### src/rtl/auth_pkg.sv
// Shared types and defaults for the rider-authentication controller.
package auth_pkg;

   typedef enum logic [2:0] {
      ST_IDLE = 3'd0,
      ST_KEY  = 3'd1,
      ST_PWR  = 3'd2,
      ST_HOLD = 3'd3,
      ST_LOCK = 3'd4
   } auth_state_t;

   localparam logic [31:0] KEY_DEFAULT       = 32'h0000_676F;
   localparam logic [7:0]  STOP_BYTE_DEFAULT = 8'h73;

   // Key byte idx of a len-byte key; byte 0 is the most significant used byte.
   function automatic logic [7:0] key_byte(input logic [31:0] i_key,
                                           input int          i_len,
                                           input int          i_idx);
      int sh;
      sh = 8 * (i_len - 1 - i_idx);
      if (sh < 0) return 8'h00;
      return 8'(i_key >> sh);
   endfunction

endpackage

### src/rtl/auth_timer.sv
// Loadable down-counter that saturates at zero; terminal count is a decode of zero.
module auth_timer #(
   parameter int unsigned W = 8
) (
   input  logic         clk,
   input  logic         rst_n,
   input  logic         i_load,
   input  logic [W-1:0] i_load_val,
   input  logic         i_en,
   output logic         o_tc_c
);

   logic [W-1:0] r_cnt;

   always_ff @(posedge clk or negedge rst_n) begin
      if (!rst_n)                   r_cnt <= '0;
      else if (i_load)              r_cnt <= i_load_val;
      else if (i_en && r_cnt != '0) r_cnt <= r_cnt - W'(1);
   end

   assign o_tc_c = (r_cnt == '0);

endmodule

### src/rtl/auth_seq_sm.sv
// Rider-authentication controller: key match, power hold, timeout and lockout.
// Optional keep-alive watchdog in PWR when AUTH_WDOG_EN is defined.
module auth_seq_sm
   import auth_pkg::*;
#(
   parameter int unsigned KEY_LEN     = 2,
   parameter logic [31:0] KEY         = KEY_DEFAULT,
   parameter logic [7:0]  STOP_BYTE   = STOP_BYTE_DEFAULT,
   parameter int unsigned BYTE_TMO    = 50_000,
   parameter int unsigned MAX_FAIL    = 3,
   parameter int unsigned LOCK_CYCLES = 1_000_000,
   parameter int unsigned WDOG_CYCLES = 5_000_000
) (
   input  logic       clk,
   input  logic       rst_n,
   input  logic       rider_off,
   input  logic [7:0] rx_data,
   input  logic       rx_rdy,
   output logic       clr_rx_rdy,
   output logic       pwr_up,
   output logic       locked,
   output logic [2:0] auth_state
);

   localparam int unsigned BYTE_W   = $clog2(BYTE_TMO) + 1;
   localparam int unsigned LOCK_W   = $clog2(LOCK_CYCLES) + 1;
   localparam int unsigned FAIL_W   = $clog2(MAX_FAIL + 1);
   localparam logic [1:0]  LAST_IDX = 2'(KEY_LEN - 1);

   if (KEY_LEN < 1 || KEY_LEN > 4 || MAX_FAIL < 1 || BYTE_TMO < 1 ||
       LOCK_CYCLES < 1 || WDOG_CYCLES < 1) begin : g_param_err
      $error("auth_seq_sm: illegal parameter set");
   end

   auth_state_t       r_state, w_state_nxt;
   logic [1:0]        r_key_idx, w_key_idx_nxt;
   logic [FAIL_W-1:0] r_fail_cnt, w_fail_nxt;
   logic [FAIL_W-1:0] w_fail_inc;
   logic              w_fail_lock;
   logic              w_key_hit, w_key_last;
   logic              w_byte_load, w_byte_tc;
   logic              w_lock_load, w_lock_tc;

   assign w_key_hit   = (rx_data == key_byte(KEY, int'(KEY_LEN), int'(r_key_idx)));
   assign w_key_last  = (r_key_idx == LAST_IDX);
   assign w_fail_inc  = r_fail_cnt + FAIL_W'(1);
   assign w_fail_lock = (w_fail_inc >= FAIL_W'(MAX_FAIL));

   // A byte that lands us in KEY is always an accepted key byte.
   assign w_byte_load = rx_rdy && (w_state_nxt == ST_KEY);
   assign w_lock_load = (w_state_nxt == ST_LOCK) && (r_state != ST_LOCK);

   auth_timer #(.W(BYTE_W)) u_byte_tmr (
      .clk        (clk),
      .rst_n      (rst_n),
      .i_load     (w_byte_load),
      .i_load_val (BYTE_W'(BYTE_TMO - 1)),
      .i_en       (r_state == ST_KEY),
      .o_tc_c     (w_byte_tc)
   );

   auth_timer #(.W(LOCK_W)) u_lock_tmr (
      .clk        (clk),
      .rst_n      (rst_n),
      .i_load     (w_lock_load),
      .i_load_val (LOCK_W'(LOCK_CYCLES - 1)),
      .i_en       (r_state == ST_LOCK),
      .o_tc_c     (w_lock_tc)
   );

`ifdef AUTH_WDOG_EN
   localparam int unsigned WDOG_W = $clog2(WDOG_CYCLES) + 1;
   logic w_wdog_load, w_wdog_tc;

   // Restart on entry to PWR and on every byte received while powered.
   assign w_wdog_load = (w_state_nxt == ST_PWR) && ((r_state != ST_PWR) || rx_rdy);

   auth_timer #(.W(WDOG_W)) u_wdog_tmr (
      .clk        (clk),
      .rst_n      (rst_n),
      .i_load     (w_wdog_load),
      .i_load_val (WDOG_W'(WDOG_CYCLES - 1)),
      .i_en       (r_state == ST_PWR),
      .o_tc_c     (w_wdog_tc)
   );
`endif

   always_ff @(posedge clk or negedge rst_n) begin
      if (!rst_n) begin
         r_state    <= ST_IDLE;
         r_key_idx  <= '0;
         r_fail_cnt <= '0;
      end else begin
         r_state    <= w_state_nxt;
         r_key_idx  <= w_key_idx_nxt;
         r_fail_cnt <= w_fail_nxt;
      end
   end

   always_comb begin
      w_state_nxt   = r_state;
      w_key_idx_nxt = r_key_idx;
      w_fail_nxt    = r_fail_cnt;
      case (r_state)
         ST_IDLE: begin
            if (rx_rdy && w_key_hit) begin
               if (w_key_last) begin
                  w_state_nxt   = ST_PWR;
                  w_key_idx_nxt = '0;
                  w_fail_nxt    = '0;
               end else begin
                  w_state_nxt   = ST_KEY;
                  w_key_idx_nxt = 2'd1;
               end
            end
         end
         ST_KEY: begin
            if (rx_rdy && w_key_hit) begin
               if (w_key_last) begin
                  w_state_nxt   = ST_PWR;
                  w_key_idx_nxt = '0;
                  w_fail_nxt    = '0;
               end else begin
                  w_key_idx_nxt = r_key_idx + 2'd1;
               end
            end else if (rx_rdy || w_byte_tc) begin
               w_key_idx_nxt = '0;
               w_fail_nxt    = w_fail_inc;
               w_state_nxt   = w_fail_lock ? ST_LOCK : ST_IDLE;
            end
         end
         ST_PWR: begin
            if (rx_rdy && rx_data == STOP_BYTE) begin
               w_state_nxt = rider_off ? ST_IDLE : ST_HOLD;
`ifdef AUTH_WDOG_EN
            end else if (!rx_rdy && w_wdog_tc) begin
               w_state_nxt = rider_off ? ST_IDLE : ST_HOLD;
`endif
            end
         end
         ST_HOLD: begin
            if (rider_off) begin
               w_state_nxt   = ST_IDLE;
               w_key_idx_nxt = '0;
            end else if (rx_rdy) begin
               if (!w_key_hit) begin
                  w_key_idx_nxt = '0;
               end else if (w_key_last) begin
                  w_state_nxt   = ST_PWR;
                  w_key_idx_nxt = '0;
               end else begin
                  w_key_idx_nxt = r_key_idx + 2'd1;
               end
            end
         end
         ST_LOCK: begin
            if (w_lock_tc) begin
               w_state_nxt = ST_IDLE;
               w_fail_nxt  = '0;
            end
         end
         default: begin
            w_state_nxt   = ST_IDLE;
            w_key_idx_nxt = '0;
         end
      endcase
   end

   assign clr_rx_rdy = rx_rdy;
   assign pwr_up     = (r_state == ST_PWR) || (r_state == ST_HOLD);
   assign locked     = (r_state == ST_LOCK);
   assign auth_state = r_state;

endmodule

### config.mk
export PLATFORM = sky130hd
export DESIGN_NAME = auth_seq_sm
export DESIGN_NICKNAME = d
export VERILOG_FILES = /design/src/rtl/auth_pkg.sv /design/src/rtl/auth_timer.sv /design/src/rtl/auth_seq_sm.sv
export SDC_FILE = /design/constraint.sdc
export NUM_CORES = 1
export LEC_CHECK = 0
export CAP_MARGIN = 40
export CORE_UTILIZATION = 30
export CTS_CLUSTER_SIZE = 40
export DETAILED_ROUTE_END_ITERATION = 8
export PLACE_DENSITY = 0.43
export SYNTH_ARGS = -nofsm -noshare
export SYNTH_HDL_FRONTEND = slang
export SYNTH_SLANG_ARGS = --single-unit
### constraint.sdc
create_clock -name clk -period 5.2 [get_ports clk]
set_input_delay 0.52 -clock clk [delete_from_list [all_inputs] [get_ports clk]]
set_output_delay 0.52 -clock clk [all_outputs]
set_load 0.01 [all_outputs]
======== Yosys cells after proc, flatten, opt, wreduce, memory -nomap -nowiden ========
Cells that the tools add are included.
storage, ports and cells
  output and inout bits ................... 6
  bits in latches ......................... 0
  memories kept ........................... 0
  memory bits (writable) .................. 0
  bits in registers ....................... 45
  input port bits ......................... 12
  bits in read-only memories .............. 0
operators by class
  bitwise operators ....................... 1
  $lt $le $gt $ge ......................... 2
  shifts and indexed selects .............. 1
  multiplexer cells ....................... 35
  equality and inequality tests ........... 14
  reductions and logical operators ........ 19
  $mul .................................... 0
  add/sub/neg operators ................... 5
  div/mod/pow operators ................... 0
operators by type and width
  kind                                                        count
  two-way mux 21 bit                                          2
  two-way mux 17 bit                                          2
  right shift 15 x 32 -> 8 bit, first input constant          1
  two-way mux 3 bit                                           10
  two-way mux 2 bit                                           14
  logical NOT 21 bit                                          1
  nonzero test 21 bit                                         1
  subtractor 21 x 1 -> 21 bit, second input constant          1
  logical NOT 17 bit                                          1
  nonzero test 17 bit                                         1
  subtractor 17 x 1 -> 17 bit, second input constant          1
  two-way mux 8 bit                                           2
  case mux 3 bit (5 select lines)                             1
  != test 3 bit, second input constant                        3
  == test 8 x 7 -> 1 bit, second input constant               1
  == test 8 bit                                               1
  case mux 2 bit (4 select lines)                             1
  AND reduction 4 bit                                         2
  == test 3 x 1 -> 1 bit, second input constant               2
  == test 3 x 2 -> 1 bit, second input constant               2
  == test 3 bit, second input constant                        2
  logical AND 1 bit                                           6
  less-than comparator 6 x 1 -> 1 bit, second input constant  1
  case mux 2 bit (3 select lines)                             1
  other kinds (12)                                            17

======== Longest topological paths before layout ========
Gate-level depths: netlist of the first run.
  depth in word-level cells ............... 12
  depth in mapped cells ................... 8

======== Hierarchy ========
A second synthesis of the first run with hierarchy kept.
unflattened totals
  cells, all modules ...................... 363
  area, all modules ....................... 3185.6 um^2
by module, submodules not included
  module                   seq. area each (um^2)  area an instance (um^2)  times used  cells each
  auth_timer (u_lock_tmr)  525.5                  1373.8                   1           146
  auth_timer (u_byte_tmr)  425.4                  1132.3                   1           134
  auth_seq_sm              175.2                  679.4                    1           83

======== Worst setup path after synthesis of the first run ========
No wires, ideal clock.
  path kind ............................... in2reg
  from .................................... input port rx_data[0]
  to ...................................... register u_lock_tmr.r_cnt[16]
  required time ........................... 5.135 ns
  stages on the path ...................... 7
  arrival time ............................ 2.070 ns
  path buffers ............................ 1
  slack ................................... 3.065 ns
  cell sequence ........................... nor4b_1 > a32o_2 > nand4_4 > or3b_4 > a211o_1 > buf_6 > nand2_1
on the way
  cells in the longest elaborated chain, start to end .. 8
  elaborated cells between the ends (all ways) .. 15
  those cells by class .................... eq/ne (3); mux (8); reduce/logical (4)
ends and longest elaborated chain
  what                                                             RTL line            source
  start, declared                                                  auth_seq_sm.sv:17   input logic [7:0] rx_data,
  == test 8 bit                                                    auth_seq_sm.sv:44   assign w_key_hit = (rx_data == key_byte(KEY, int'(KEY_LEN), int'(r_key_idx)));
  two-way mux 3 bit                                                auth_seq_sm.sv:146  if (!w_key_hit) begin
  two-way mux 3 bit                                                auth_seq_sm.sv:145  end else if (rx_rdy) begin
  two-way mux 3 bit                                                auth_seq_sm.sv:142  if (rider_off) begin
  case mux 3 bit (5 select lines) *                                auth_seq_sm.sv:104  case (r_state)
  == test 3 bit *                                                  auth_seq_sm.sv:51   assign w_lock_load = (w_state_nxt == ST_LOCK) && (r_state != ST_LOCK);
  logical AND 1 bit *                                              auth_seq_sm.sv:51
  two-way mux 21 bit / nonzero test 2 bit (equally long branches)  n/a
  end signal, assigned                                             auth_timer.sv:17    else if (i_load) r_cnt <= i_load_val;
  end signal, assigned                                             auth_timer.sv:18    else if (i_en && r_cnt != '0) r_cnt <= r_cnt - W'(1);
  end, declared                                                    auth_timer.sv:13    logic [W-1:0] r_cnt;
Every way passes the cells marked *; elsewhere a longest branch is shown, timed or not.
A chain may end at the register's enable or synchronous reset.

======== Final worst setup path of the first run ========
  from .................................... input port rx_data[3]
  to ...................................... register u_byte_tmr.r_cnt[7]
on the way
  cells in the longest elaborated chain, start to end .. 8
  elaborated cells between the ends (all ways) .. 15
  those cells by class .................... eq/ne (3); mux (8); reduce/logical (4)
ends and longest elaborated chain
  what                                                             RTL line            source
  == test 8 bit                                                    auth_seq_sm.sv:44
  two-way mux 3 bit                                                auth_seq_sm.sv:146
  two-way mux 3 bit                                                auth_seq_sm.sv:145
  two-way mux 3 bit                                                auth_seq_sm.sv:142
  case mux 3 bit (5 select lines) *                                auth_seq_sm.sv:104
  == test 3 x 1 -> 1 bit *                                         auth_seq_sm.sv:50   assign w_byte_load = rx_rdy && (w_state_nxt == ST_KEY);
  logical AND 1 bit *                                              auth_seq_sm.sv:50
  two-way mux 17 bit / nonzero test 2 bit (equally long branches)  n/a
  end signal, assigned                                             auth_timer.sv:17
  end signal, assigned                                             auth_timer.sv:18
  end, declared                                                    auth_timer.sv:13
Marks and branches as above.

==> results of run 1 <==
==> state kept, by name, indices dropped and copies added, names as in the netlist <==
signal            flops
u_byte_tmr.r_cnt     17
auth_state            3
u_lock_tmr.r_cnt     21
r_fail_cnt            2
r_key_idx             2
==> worst paths after layout <==
check / start / endpoint / slack (ns)
min in group clk: r_key_idx[0]$_DFFE_PN0P_ / r_key_idx[0]$_DFFE_PN0P_ / 0.53
worst min-delay path: rst_n / u_byte_tmr.r_cnt[11]$_DFFE_PN0P_ / 0.13
worst min register to register: r_key_idx[0]$_DFFE_PN0P_ / r_key_idx[0]$_DFFE_PN0P_ / 0.53
max in group asynchronous: rst_n / u_lock_tmr.r_cnt[7]$_DFFE_PN0P_ / 4.57
worst max-delay path: rx_data[3] / u_byte_tmr.r_cnt[7]$_DFFE_PN0P_ / 2.63
worst max register to register: auth_state[0]$_DFF_PN0_ / u_byte_tmr.r_cnt[1]$_DFFE_PN0P_ / 2.65
==> worst reg2reg max path: cells and delay by family, from the launching register on <==
| kind | cells | cell delay (ns) |
|---|---|---|
| compound gates | 5 | 1.24 |
| flops | 1 | 0.62 |
| simple gates | 1 | 0.57 |
==> power by group through the flow <==
| stage | Sequential [uW] | Clock, uW | Combinational (uW) |
|---|---|---|---|
| after floorplan | 358 | 0 | 12.0 |
| after CTS | 351 | 287 | 32.7 |
| final | 351 | 273 | 31.4 |
| after global placement | 358 | 0 | 31.1 |
| after global routing | 351 | 298 | 35.2 |
| after detailed placement | 358 | 0 | 32.6 |
==> cell type report <==
class / instances / area (sq um) / share of cell area (%)
repair buffers: 18 / 185.2 / 5.963
well taps: 108 / 135.1 / 4.351
clock buffers: 7 / 86.33 / 2.780
flip-flops and latches: 45 / 1126 / 36.26
inverters: 9 / 33.78 / 1.088
multi-input cells: 212 / 1509 / 48.59
clock inverters: 1 / 30.03 / 0.9670
==> layout by cell type, fill, tap and decap left out, types with 2 or more instances in the layout <==
cell type        count
nor3_1              11
or4b_1               2
nor4_1               5
nand4_1              4
o21a_1               3
nand2b_1             2
and4_1               4
nor4b_2              2
o21ai_1              3
o211ai_2             2
o211ai_1             4
or3_1                9
ha_1                 4
o31ai_1              2
a21oi_1              7
or4_1                5
nor3b_1              3
nand3_1              7
xor2_1              15
nand2_1             30
nor2_1              32
a41oi_1              2
clkbuf_8             6
nor4bb_1             2
dfrtp_1             45
a211oi_1             2
nand4b_1             2
xnor2_1             17
inv_1                9
or4_4                2
clkdlybuf4s50_1     16
nor2b_1              2
==> metrics by stage <==
step | worst slack (ns) | hold WS, ns | instance area [sq um]
2_1_floorplan | 3.065 | 0.2244 | 2731
3_3_place_gp | 2.263 | 0.5097 | 2969
3_5_place_dp | 2.246 | 0.4737 | 2989
4_1_cts | 2.562 | 0.1390 | 3105
5_1_grt | 2.368 | 0.1538 | 3105
6_report | 2.628 | 0.1328 | 3105
==> per-layer routing <==
layer  vias up  track usage, %  share of wire (%)
li1       1023               -                  -
met1       972           17.94                 48
met2        29           21.73                 48
met3         5           2.518                3.3
met4         0           3.507               0.79
met5         -               0                  0
==> kinds of logic after synthesis <==
kind of cell | after synthesis | synth area share (%)
AND/OR/NAND/NOR | 135 | 29.36
flip-flops | 45 | 41.23
AO/OA/AOI/OAI | 38 | 12.00
XOR/XNOR | 33 | 11.27
buffers and inverters | 20 | 3.527
adder cells (fa/ha/maj) | 4 | 1.832
multiplexers | 2 | 0.7787
==> out/metrics.cfg, run 1 <==
[synth]
synthTopCellsByCount = 45 x dfrtp_1, 32 x nor2_1, 30 x nand2_1
syn_area_sq_mm = 0.002731
synth.distinct_cells = 61
avgSynthCellArea_sq_um = 9.861
ys.flop_type = dfrtp_1
ys_seq_elements = 45
yosysTopAreaCellShare_pct = 41.23
synth_warnings = 0
synthArstFlopShare_pct = 100.0
synthCells = 277
yosysMostFrequentCell = dfrtp_1
yosysSeqAreaShare_pct = 41.23
synth_area_leader_cell = dfrtp_1
ys_top_cells_by_area = dfrtp_1 41%, xnor2_1 5.5%, xor2_1 4.8%, nor2_1 4.4%, nand2_1 4.1%
syn-num-nets = 293
synth_edf_count = 0

[detailed_routing]
ant_nets = 0
wl_per_cell_um = 14.50
routed-via-count = 2029
firstDrtPassIters = 4
drt-total-wl_mm = 5.799
dr.first_iter.drc_count = 53
via_per_inst = 5.073
route.detailed.drc = 0

[timing]
slew_headroom_pct = 48.96
fmax_mhz = 388.8
min_period_ns = 2.572
finalSetupTns_ns = 0
finClkSkew_ns = 0.01050
worstMarginPinSlew_ns = 0.7641
finalCritPeriodShare_pct = 49.47
slew_violations = 0
hold_viol = 0
setup-violations-final = 0
rsz0062_at_grt = no

[clocking]
htreeDepth = 2
clk_latency_ns = 0.29
postCtsSetupBuffers = 0
post_cts_resized = 0
numCtsBuffers = 5
hold_buffers = 0
cts_tree = yes
clk_pin_slew_ns = 0.09
clock_sinks = 45
clk_path_buf_depth = 2
cts_root_buffer = clkbuf_8

[setup_path]
critical-path-max-stage-delay_ns = 0.57
cp.required_ns = 5.36
critPathKind = input pin to flop
cp_slowest_cell = a311oi_4
rr_worst_depth = 6
crit_family = simple AND/OR/NAND/NOR gates
critPathBufInv = 1
cp.arrival_ns = 2.73
start_kind = input pin
end_kind = flop
cp.depth = 6
path_cells = clkdlybuf4s50_1, nor4b_2, nand3_1, or4_1, a311oi_4, nor2_1
worstPathMaxFanout = 8

[die]
core_area_sq_mm = 0.008763
chipHeight_um = 97.42
start_util_pct = 31.17
io_pins = 18
die_area_sq_mm = 0.009490
die-width_um = 97.42
rows = 34

[cells_and_area]
utilization_pct = 35.44
area_growth_pct = 13.70
fillers = 930
final_cell_count_no_fill = 400
final_nets = 307
antenna_cells = 0
drive_gt1_share_pct = 10.62

[pwr]
p_clk_share_pct = 41.6
pwr_density_cell_mw_per_mm2 = 211.0
ir_drop_v = 0.0001136
p_seq_share_pct = 53.6
power_uw = 655.1
leakagePower_uw = 0.0009727
combPwrFrac_pct = 4.8
internal_power_uw = 520.9
p_sw_share_pct = 20.49
power_switching_uw = 134.3

[placement]
globalplace.congestion = 0.7784
place_inst = 392
io_buffers = 17
post-dp-hpwl_mm = 4.262

[min_path]
hold_class = input pin to asynchronous set/reset pin

[global_routing]
grt_max_degree = 32
grt_pass1_wl_mm = 10.28
grt_pass1_vias = 2100
grt.total_usage_pct = 13.27
grt_remaining_overflow = 0
antenna_found_initial = 0

[run_status]
status = finished, final reports clean

[flow_run]
drv_cap = 0

No activity file was read; power rests on OpenSTA's default activity.
==> inputs of run 2 (changes only) <==
clock period = 2.7 ns   (was 5.2 ns; I/O delays follow)
==> out/metrics.cfg, run 2 (synthesized netlist as in run 1, its figures left out) <==
[placement]
dp_slack_ns = 0.07692
globalplace.congestion = 0.8007
place_inst = 405
io_buffers = 17
post-dp-hpwl_mm = 4.408

[die]
die_area_sq_mm = 0.009490
core_area_sq_mm = 0.008763
start_util_pct = 31.17
io_pins = 18
die-width_um = 97.42
chipHeight_um = 97.42
rows = 34

[timing]
fin_ws_ns = 0.4096
hold_viol = 0
finalCritPeriodShare_pct = 84.83
fmax_mhz = 436.6
worstMarginPinSlew_ns = 0.4198
finClkSkew_ns = 0.009968
slew_violations = 0
setup-violations-final = 0
rsz0062_at_grt = no
slew_headroom_pct = 72.01
finalSetupTns_ns = 0
whs_ns = 0.4122
min_period_ns = 2.290

[global_routing]
antenna_found_initial = 0
grt_remaining_overflow = 0
grt.total_usage_pct = 13.23
grt_max_degree = 32
grt_pass1_wl_mm = 10.20
grt_pass1_vias = 2088

[setup_path]
cp.arrival_ns = 2.51
cp.required_ns = 2.92
worstPathMaxFanout = 13
crit_family = compound AO/OA/AOI/OAI gates
critPathBufInv = 1
critPathKind = input pin to flop
start_kind = input pin
end_kind = flop
path_cells = clkdlybuf4s50_1, and4_1, a32o_2, nand4_4, or3b_4, a211o_1, o211ai_1
cp_slowest_cell = clkdlybuf4s50_1
critical-path-max-stage-delay_ns = 0.48

[pwr]
pwr_density_cell_mw_per_mm2 = 360.8
leakagePower_uw = 0.001024
ir_drop_v = 0.0001749
power_uw = 1152

[detailed_routing]
dr.first_iter.drc_count = 69
via_per_inst = 5.118
wl_per_cell_um = 14.52
ant_nets = 0
routed-via-count = 2119
route.detailed.drc = 0
drt-total-wl_mm = 6.010
firstDrtPassIters = 4

[clocking]
numCtsBuffers = 5
clk_latency_ns = 0.29
clk_pin_slew_ns = 0.09
cts_root_buffer = clkbuf_8
cts_tree = yes
hold_buffers = 1
post_cts_resized = 0
htreeDepth = 2
clk_path_buf_depth = 2
clock_sinks = 45
postCtsSetupBuffers = 0

[cells_and_area]
largest_register_ffs = 21
drive_gt1_share_pct = 14.05
most-common-layout-cells = 45 x dfrtp_1, 32 x nor2_1, 30 x nand2_1
regMostFlops = u_lock_tmr.r_cnt
fillers = 911
final_nets = 321
final_cell_count_no_fill = 414
antenna_cells = 0
area_growth_pct = 16.90
final_common_cell = dfrtp_1

[min_path]
hold_class = input pin to asynchronous set/reset pin

[flow_run]
drv_cap = 0

[run_status]
status = finished, final reports clean

## run 2: metrics by stage
| stage | util (%) | area [sq um] |
|---|---|---|
| global route | 36.44 | 3193 |
| finish | 36.44 | 3193 |
| global placement | 35.37 | 3099 |
| floorplan | - | 2731 |
| CTS | 36.44 | 3193 |
| detailed placement | 35.37 | 3099 |
## run 2: worst paths after layout
path / startpoint / to / slack [ns] / cells after the start
max: rx_data[1] / u_lock_tmr.r_cnt[1]$_DFFE_PN0P_ / 0.41 / 7
min: rst_n / u_byte_tmr.r_cnt[15]$_DFFE_PN0P_ / 0.41 / 2
max reg2reg: u_lock_tmr.r_cnt[0]$_DFFE_PN0P_ / r_fail_cnt[0]$_DFFE_PN0P_ / 0.45 / 8
min reg2reg: u_lock_tmr.r_cnt[20]$_DFFE_PN0P_ / u_lock_tmr.r_cnt[20]$_DFFE_PN0P_ / 0.52 / 2
max in group asynchronous: rst_n / u_lock_tmr.r_cnt[5]$_DFFE_PN0P_ / 1.53 / 3
min in group clk: u_lock_tmr.r_cnt[20]$_DFFE_PN0P_ / u_lock_tmr.r_cnt[20]$_DFFE_PN0P_ / 0.52 / 2
## run 2: report_power, final
part	leakage [uW]	switching [uW]	internal, uW	total, uW
Combinational	0.000559	35.3	28.3	63.7
Clock	0.0000385	229	184	413
Sequential	0.000427	1.01	675	676
## run 2: area by class of cell
type / count / area, sq um / share of cell area [%]
Multi-Input combinational cell: 212 / 1509 / 47.26
Tap cell: 108 / 135.1 / 4.232
Sequential cell: 45 / 1126 / 35.27
Clock inverter: 1 / 7.507 / 0.2351
Timing Repair Buffer: 32 / 305.3 / 9.561
Clock buffer: 7 / 76.32 / 2.390
Inverter: 9 / 33.78 / 1.058
## run 2: worst reg2reg max path: stages (launching register included)
cell       delay [ns]
dfrtp_1          0.44
inv_1            0.08
ha_1             0.27
nor4b_2          0.33
nand4bb_4        0.18
o21ai_1          0.17
or4b_1           0.47
o41ai_2          0.08
mux2i_1          0.12
## run 2: layer usage
layer,global-route usage (%),wire [um],vias up
li1,-,-,1051
met1,17.65,2923,1032
met2,21.25,2788,30
met3,2.878,205,6
met4,4.299,92,0
met5,0,0,-
==> inputs of run 3 (changes only) <==
clock period = 2.3 ns   (was 2.7 ns; I/O delays follow)
==> out/metrics.cfg, run 3 (synthesized netlist as in run 1, its figures left out) <==
[run_status]
status = finished, final reports clean

[cells_and_area]
final_nets = 344
area_growth_pct = 23.96
utilization_pct = 38.64
most-common-layout-cells = 45 x dfrtp_1, 34 x buf_4, 32 x nor2_1
final_common_cell = dfrtp_1
regMostFlops = u_lock_tmr.r_cnt
largest_register_ffs = 21
drive_gt1_share_pct = 21.28
antenna_cells = 0

[placement]
post-dp-hpwl_mm = 4.698
globalplace.congestion = 0.7298
io_buffers = 17

[clocking]
clk_latency_ns = 0.30
htreeDepth = 2
clk_path_buf_depth = 2
numCtsBuffers = 5
clock_sinks = 45
cts_root_buffer = clkbuf_8
clk_pin_slew_ns = 0.09
cts_tree = yes

[setup_path]
cp.required_ns = 2.52
critPathKind = input pin to flop
start_kind = input pin
end_kind = flop
critPathBufInv = 1
critical-path-max-stage-delay_ns = 0.47
path_cells = clkdlybuf4s50_1, nor4b_1, a32o_2, nand4_4, or3b_4, a211o_2, o211ai_1
worstPathMaxFanout = 13
cp.arrival_ns = 2.39
cp_slowest_cell = clkdlybuf4s50_1
crit_family = simple AND/OR/NAND/NOR gates

[die]
core_area_sq_mm = 0.008763
die-width_um = 97.42
chipHeight_um = 97.42
rows = 34
io_pins = 18
die_area_sq_mm = 0.009490
start_util_pct = 31.17

[pwr]
combPwrFrac_pct = 6.2
pwr_density_cell_mw_per_mm2 = 400.9
p_clk_share_pct = 35.3
p_sw_share_pct = 23.03
internal_power_uw = 1045
p_seq_share_pct = 58.5
leakagePower_uw = 0.001149
ir_drop_v = 0.0002285
power_switching_uw = 312.7

[timing]
slew_headroom_pct = 71.80
finClkSkew_ns = 0.01308
whs_ns = 0.3803
fmax_mhz = 460.7
hold_viol = 0
rsz0062_at_grt = no
min_period_ns = 2.171
slew_violations = 0
setup-violations-final = 0
worstMarginPinSlew_ns = 0.4191
finalCritPeriodShare_pct = 94.38

[min_path]
hold_class = input pin to asynchronous set/reset pin

[global_routing]
met2_usage_pct = 22.65
grt.total_usage_pct = 14.17
grt_pass1_wl_mm = 10.86
grt_pass1_vias = 2198
grt_max_degree = 18
antenna_found_initial = 0
globalRoute.busiestLayer = met2
met3_usage_pct = 2.446
grt_remaining_overflow = 0
grt_util_met1_pct = 19.61

[detailed_routing]
wl_per_cell_um = 14.16
routed-via-count = 2179
firstDrtPassIters = 4
ant_nets = 0
route.detailed.drc = 0
drt-total-wl_mm = 6.189
dr.first_iter.drc_count = 56
via_per_inst = 4.986

[flow_run]
drv_cap = 0

## run 3: changes by cell type in the layout (fill, tap and decap cells not counted), sizes merged
cell	delta
buf	+23
clkbuf	-1
clkinv	+2
clkinvlp	-1
## run 3: layout make-up
cell class / instances / area, sq um
clock inverter: 2 / 10.01
fill: 919 / 5378
multi-input combinational: 212 / 1518
inverter: 9 / 33.78
timing repair buffer: 55 / 490.5
tap: 108 / 135.1
sequential: 45 / 1126
clock buffer: 6 / 72.57
## run 3: layer usage
layer	vias to the layer above	wire [um]
met2	23	2899
met1	1055	3048
met4	0	78
met5	-	0
li1	1095	-
met3	6	163
## run 3: worst paths after layout
check / from / endpoint / slack [ns] / cells after the start
worst max-delay path: rx_data[2] / u_lock_tmr.r_cnt[1]$_DFFE_PN0P_ / 0.13 / 7
worst min-delay path: rst_n / u_lock_tmr.r_cnt[20]$_DFFE_PN0P_ / 0.38 / 2
worst max register to register: u_lock_tmr.r_cnt[13]$_DFFE_PN0P_ / r_fail_cnt[0]$_DFFE_PN0P_ / 0.14 / 6
worst min register to register: u_lock_tmr.r_cnt[20]$_DFFE_PN0P_ / u_lock_tmr.r_cnt[20]$_DFFE_PN0P_ / 0.53 / 2
max in group asynchronous: rst_n / u_byte_tmr.r_cnt[2]$_DFFE_PN0P_ / 1.36 / 3
min in group clk: u_lock_tmr.r_cnt[20]$_DFFE_PN0P_ / u_lock_tmr.r_cnt[20]$_DFFE_PN0P_ / 0.53 / 2
## run 3: timing repair
item,4_1_cts,5_1_grt
hold buffers,1,0
setup buffers,0,2
endpoints found under the setup margin,0,5
gates resized for setup,0,3
endpoints found under the hold margin,15,0
## run 3: through the flow
step / cell area (sq um) / power [uW] / cells / setup slack, ns / TNS, ns
floorplan: 2731 / 836.0 / 277 / 0.2531 / 0
global placement: 3269 / 894.6 / 426 / -0.2467 / -6.009
detailed placement: 3269 / 894.1 / 426 / -0.2586 / -6.305
CTS: 3362 / 1388 / 435 / 0.05536 / 0
global route: 3386 / 1437 / 437 / 0.008966 / 0
finish: 3386 / 1357 / 437 / 0.1293 / 0
## run 3: power groups by stage
stage | registers (uW) | logic [uW] | clock network [uW]
after floorplan | 809 | 27.1 | 0
after global placement | 809 | 85.3 | 0
after detailed placement | 809 | 84.8 | 0
after CTS | 793 | 86.7 | 508
after global routing | 794 | 93.8 | 550
final | 793 | 84.2 | 480
